$ cat src/rtl/mem_port_arbiter.sv
// mem_port_arbiter: two-port round-robin arbiter and sequencer for the shared
// byte-addressed data memory.
//
// Port 0 (fetch) issues implicit word reads. Port 1 (load/store) uses RISC-V
// funct3 encoding. One request is granted at a time. A legal request holds the
// memory controls stable for MEM_LAT cycles, then returns a one-cycle response
// to its owner. Out-of-range or malformed requests are answered with an error
// and never reach the memory.
//
// Ports:
//   clk, rst                 clock (rising edge), synchronous active-high reset
//   req0_valid/addr/ready    fetch request handshake
//   rsp0_valid/data/err      fetch response pulse
//   req1_valid/write/funct3/addr/wdata/ready   load/store request handshake
//   rsp1_valid/data/err      load/store response pulse (also the store ack)
//   MemRead, MemWrite, funct3, memAddr, writeData_M   memory controls
//   readData_M               memory read data, sampled on the last held cycle
module mem_port_arbiter #(
    parameter int unsigned MEM_SIZE = 2048,
    parameter int unsigned MEM_LAT  = 1
) (
    input  logic        clk,
    input  logic        rst,
    input  logic        req0_valid,
    input  logic [31:0] req0_addr,
    output logic        req0_ready,
    output logic        rsp0_valid,
    output logic [31:0] rsp0_data,
    output logic        rsp0_err,
    input  logic        req1_valid,
    input  logic        req1_write,
    input  logic [2:0]  req1_funct3,
    input  logic [31:0] req1_addr,
    input  logic [31:0] req1_wdata,
    output logic        req1_ready,
    output logic        rsp1_valid,
    output logic [31:0] rsp1_data,
    output logic        rsp1_err,
    output logic        MemRead,
    output logic        MemWrite,
    output logic [2:0]  funct3,
    output logic [31:0] memAddr,
    output logic [31:0] writeData_M,
    input  logic [31:0] readData_M
);

    typedef enum logic [1:0] {StIdle, StBusy, StResp} state_e;

    state_e      state_q, state_d;
    logic        last_grant_q, last_grant_d;
    logic        owner_q, owner_d;
    logic        is_write_q, is_write_d;
    logic        err_q, err_d;
    logic [2:0]  cnt_q, cnt_d;
    logic [31:0] rdata_q, rdata_d;
    logic [2:0]  f3_q, f3_d;
    logic [31:0] addr_q, addr_d;
    logic [31:0] wdata_q, wdata_d;

    logic        accept;
    logic        gnt;          // 0 = port 0, 1 = port 1
    logic        sel_write;
    logic [2:0]  sel_f3;
    logic [31:0] sel_addr;
    logic [2:0]  sel_bytes;
    logic [32:0] sel_end;
    logic        sel_err;

    // Arbitration and legality check of the candidate request.
    always_comb begin
        accept    = (state_q == StIdle) && (req0_valid || req1_valid);
        gnt       = (req0_valid && req1_valid) ? ~last_grant_q : req1_valid;
        sel_write = gnt ? req1_write : 1'b0;
        sel_f3    = gnt ? req1_funct3 : 3'd2;
        sel_addr  = gnt ? req1_addr : req0_addr;
        case (sel_f3)
            3'd0, 3'd4: sel_bytes = 3'd1;
            3'd1, 3'd5: sel_bytes = 3'd2;
            default:    sel_bytes = 3'd4;
        endcase
        // 33-bit sum so addresses near 2^32 cannot wrap into range.
        sel_end = {1'b0, sel_addr} + {30'd0, sel_bytes};
        sel_err = (sel_end > 33'(MEM_SIZE))
               || (sel_write  && (sel_f3 > 3'd2))
               || (!sel_write && ((sel_f3 == 3'd3) || (sel_f3 >= 3'd6)));
    end

    always_comb begin
        state_d      = state_q;
        last_grant_d = last_grant_q;
        owner_d      = owner_q;
        is_write_d   = is_write_q;
        err_d        = err_q;
        cnt_d        = cnt_q;
        rdata_d      = rdata_q;
        f3_d         = f3_q;
        addr_d       = addr_q;
        wdata_d      = wdata_q;
        case (state_q)
            StIdle: begin
                if (accept) begin
                    owner_d      = gnt;
                    last_grant_d = gnt;
                    is_write_d   = sel_write;
                    err_d        = sel_err;
                    rdata_d      = '0;
                    if (sel_err) begin
                        state_d = StResp;
                    end else begin
                        // Memory-facing registers change only for legal
                        // requests so the bus stays quiet across errors.
                        state_d = StBusy;
                        cnt_d   = 3'(MEM_LAT - 1);
                        f3_d    = sel_f3;
                        addr_d  = sel_addr;
                        if (gnt) begin
                            wdata_d = req1_wdata;
                        end
                    end
                end
            end
            StBusy: begin
                if (cnt_q == 3'd0) begin
                    state_d = StResp;
                    if (!is_write_q) begin
                        rdata_d = readData_M;
                    end
                end else begin
                    cnt_d = cnt_q - 3'd1;
                end
            end
            StResp:  state_d = StIdle;
            default: state_d = StIdle;
        endcase
    end

    always_ff @(posedge clk) begin
        if (rst) begin
            state_q      <= StIdle;
            last_grant_q <= 1'b1;
            owner_q      <= 1'b0;
            is_write_q   <= 1'b0;
            err_q        <= 1'b0;
            cnt_q        <= '0;
            rdata_q      <= '0;
            f3_q         <= '0;
            addr_q       <= '0;
            wdata_q      <= '0;
        end else begin
            state_q      <= state_d;
            last_grant_q <= last_grant_d;
            owner_q      <= owner_d;
            is_write_q   <= is_write_d;
            err_q        <= err_d;
            cnt_q        <= cnt_d;
            rdata_q      <= rdata_d;
            f3_q         <= f3_d;
            addr_q       <= addr_d;
            wdata_q      <= wdata_d;
        end
    end

    always_comb begin
        req0_ready  = accept && !gnt;
        req1_ready  = accept && gnt;
        MemRead     = (state_q == StBusy) && !is_write_q;
        MemWrite    = (state_q == StBusy) && is_write_q;
        funct3      = f3_q;
        memAddr     = addr_q;
        writeData_M = wdata_q;
        rsp0_valid  = (state_q == StResp) && !owner_q;
        rsp1_valid  = (state_q == StResp) && owner_q;
        rsp0_err    = rsp0_valid && err_q;
        rsp1_err    = rsp1_valid && err_q;
        rsp0_data   = rsp0_valid ? rdata_q : '0;
        rsp1_data   = rsp1_valid ? rdata_q : '0;
    end

endmodule

$ cat config.mk
export PLATFORM = sky130hd
export DESIGN_NAME = mem_port_arbiter
export DESIGN_NICKNAME = d
export VERILOG_FILES = /design/src/rtl/mem_port_arbiter.sv
export SDC_FILE = /design/constraint.sdc
export NUM_CORES = 1
export LEC_CHECK = 0
export CORE_ASPECT_RATIO = 1.75
export CORE_MARGIN = 5
export CORE_UTILIZATION = 44
export CTS_BUF_LIST = sky130_fd_sc_hd__clkbuf_4
export DETAILED_ROUTE_END_ITERATION = 8
export GPL_TIMING_DRIVEN = 0
export HOLD_SLACK_MARGIN = 0.02
export PLACE_DENSITY_LB_ADDON = 0.12
export SLEW_MARGIN = 10
export SYNTH_ARGS = -nofsm -noshare
export SYNTH_HDL_FRONTEND = slang
export SYNTH_SLANG_ARGS = --single-unit
$ cat constraint.sdc
create_clock -name clk -period 20 [get_ports clk]
set_input_delay 4 -clock clk [delete_from_list [all_inputs] [get_ports clk]]
set_output_delay 4 -clock clk [all_outputs]
set_load 0.1 [all_outputs]
==> run metrics, run 1 <==
I/O pin count=275; FF-to-FF path depth=21; Setup crit end=req0_ready; Max clock buf depth=2; Detail Placement HPWL=18800 um; Synth area leaders=dfxtp_1, a21oi_1, and2_1, nand3_1, nand2_1; Mapped Cells=837; Highest Signal Layer=met4; Design Power=418 uW; slew margin rel.=21.4%; die area=16700 um^2; Post-CTS Setup Repair Bufs=0; Core Region=13900 um^2; FMAX=0.0815 GHz; Layout fillers=1252; Synth top area share=34.8%; initial antenna violation count=1; vias per cell=5.62; P_int=285 uW; initial core utilization=44.7%; vias in the first global route=7238; slew at the pin closest to its max-slew limit=1170 ps; post-route minimum period=12270 ps; CTS tree=done; Tcrit/Tclk final=61.4%; Crit Path Max Fanout=10; routability congestion estimate=0.981; wire per inst=18.3 um; Post-synth EDFFs=0; most common cell after layout, fill and taps aside=clkdlybuf4s50_1; Clk pin slew, worst setup/hold paths=190 ps; WP data arrival=8270 ps; Resized cells post-CTS=0; CTS H-Tree Depth=3; distinct cell type count after synthesis=59; Die Ht=167 um; sw frac=31.9%; Routed Antenna Nets=0; Cell Area, Placed=9140 um^2; Setup TNS=0 ps; largest net degree at the start of global routing=22; Seq cells post-synth=108; met2 WL=12100 um; Detailed Routing Iterations Pass 1=5; Startpoint Class=input port; Port Buffer Count=270; root buf cell=clkbuf_4; Post-Syn Area=6210 um^2; worst hold slack=472 ps; Final Skew=21.2 ps; Clk pwr share=26.7%; Logic pwr share=21.4%; reg-to-reg endpoint=writeData_M[13]$_SDFFE_PP0P_; global-route usage over all layers=27.5%; PwrDens=45.0 nW/um^2; ys async rst share=0%; DRT iter0 DRCs=431; synthesized area per cell=7.42 um^2; WS Path Type=in2out; Final nets=1260; VDD IR max=0.0000612 V; max-slew violations=0; hold buffer count at CTS=0; clk sinks=108; sequential-to-total area share from yosys stat=34.8%; first-pass GRT wire length=37000 um; final WL=23800 um; vias post-DR=7307; prevailing post-synth register cell=dfxtp_1; leakage=0.00313 uW; metal3 WL=2020 um; grt ovf=0; Finished Layout Cells=1301; post-route DRC violation count=0; Syn Nets=979; Hold Path Class=reg2reg; register share of total power=51.9%; RSZ-0062 raised after global routing=false; CP Capture Type=primary output; commonest non-fill, non-tap cells in the layout=clkdlybuf4s50_1, dfxtp_1, nand2_1, a21oi_1, nand3_1; M1 WL=8600 um; status=complete, no violations; placed cells=1284; fin area=9290 um^2; Critical Path RT=16000 ps; Max Cap Viol=0; die width=99.8 um; net switching power=133 uW; origin of the worst setup path=req1_valid; yosys warns=0; Reg2Reg Launch Point=last_grant_q$_SDFFE_PP1P_; worst skew pair latency=480 ps; Layout area overhead=49.5%; count of final hold-check violations=0; leading area contributor after synthesis=dfxtp_1; fraction of layout cells with a size suffix above 1=3.29%; CTS Buf Count=9; # rows=57; r2r setup slk=12710 ps; final setup vio count=0
## power groups by stage
stage                     Sequential, uW  Combinational, uW  Clock [uW]
after floorplan                      221               41.8           0
after global placement               222               87.8           0
after detailed placement             222               88.0           0
after CTS                            217               88.6         114
after global routing                 218               96.0         122
final                                217               89.5         112
## worst min path at each step
stage                              from                        to  slack (ps)  cells past startpoint
2_1_floorplan   rdata_q[0]$_SDFFE_PP0P_   rdata_q[0]$_SDFFE_PP0P_         440                      2
3_3_place_gp   rdata_q[31]$_SDFFE_PP0P_  rdata_q[31]$_SDFFE_PP0P_         440                      2
3_5_place_dp   rdata_q[23]$_SDFFE_PP0P_  rdata_q[23]$_SDFFE_PP0P_         450                      2
4_1_cts        rdata_q[31]$_SDFFE_PP0P_  rdata_q[31]$_SDFFE_PP0P_         470                      2
5_1_grt        memAddr[21]$_SDFFE_PP0P_  memAddr[21]$_SDFFE_PP0P_         490                      1
6_report       rdata_q[31]$_SDFFE_PP0P_  rdata_q[31]$_SDFFE_PP0P_         470                      2
## area by class of cell
cell class	count	area, um^2	area share, %
inverter	12	45.0	0.485
antenna	1	2.50	0.0269
clock inverter	7	80.1	0.862
tap	177	221	2.38
clock buffer	9	67.6	0.727
timing repair buffer	270	2700	29.1
multi-input combinational	650	3720	40.1
sequential	108	2160	23.3
buffer	67	283	3.04
## synth_stat cells, types with 2 or more instances
cell,n
a211o_1,7
a21o_1,2
a21oi_1,96
a22oi_1,4
a31o_2,3
a31oi_1,6
a41oi_1,2
and2_1,69
and3_1,2
and4_1,3
buf_1,2
buf_2,6
buf_6,3
clkbuf_1,55
dfxtp_1,108
ha_1,5
inv_1,12
mux2i_1,16
nand2_1,97
nand2b_1,3
nand3_1,84
nand4_1,26
nand4b_1,2
nor2_1,29
nor3_1,25
nor3b_1,22
nor4_1,11
o2111a_1,2
o2111ai_1,2
o21a_1,5
o21ai_0,69
o221a_2,2
o221ai_1,3
o22ai_1,4
o311ai_0,2
or3_1,13
or4_1,3
xnor2_1,9
xor2_1,3
## through the flow
stage | worst slack (ps) | util, %
final | 7730 | 66.8
after global routing | 7530 | 66.8
after CTS | 7750 | 66.8
after detailed placement | 7770 | 65.7
after global placement | 7780 | 65.7
after floorplan | 9270 | -
## routing by layer
metal	vias to the layer above	track usage (%)
met5	-	0
li1	3577	-
met2	311	49.0
met4	0	14.1
met1	3342	29.0
met3	77	7.29
## cell families after synthesis
kind of cell / share of synthesized area [%]
and+or+nand+nor: 33.9
AOI/OAI and AO/OA: 20.5
DFF: 34.8
buffers and inverters: 5.28
muxes: 2.58
xor gates and xnor gates: 1.69
adders and majority gates: 1.33
## registers in the layout (all words and copies together) (netlist names)
name / count
err_q: 1
last_grant_q: 1
rdata_q: 32
writeData_M: 32
funct3: 3
memAddr: 32
cnt_q: 3
is_write_q: 1
owner_q: 1
state_q: 2
## critical path: stages
cell             delay, ps
clkdlybuf4s50_1        500
a21boi_2               460
clkbuf_1               500
clkbuf_1               570
buf_2                  380
buf_2                  320
buf_1                  410
nor2_1                 100
clkdlybuf4s50_1       1020
No activity file was read; power rests on OpenSTA's default activity.
==> run 2: changes to the inputs <==
clock period = 11.95 ns   (was 20 ns; I/O delays follow)
==> results of run 2 <==
Same layout as run 1 (identical final DEF). Status: complete, no violations.
Among the figures that moved: setup slack after placement 7770 ps -> 2200 ps; setup slack after layout 7730 ps -> 2600 ps; end point of the critical path req0_ready -> writeData_M[13]$_SDFFE_PP0P_; register-to-register setup slack 12710 ps -> 4660 ps; total power 418 uW -> 700 uW; worst IR drop on VDD 0.0000612 V -> 0.000102 V
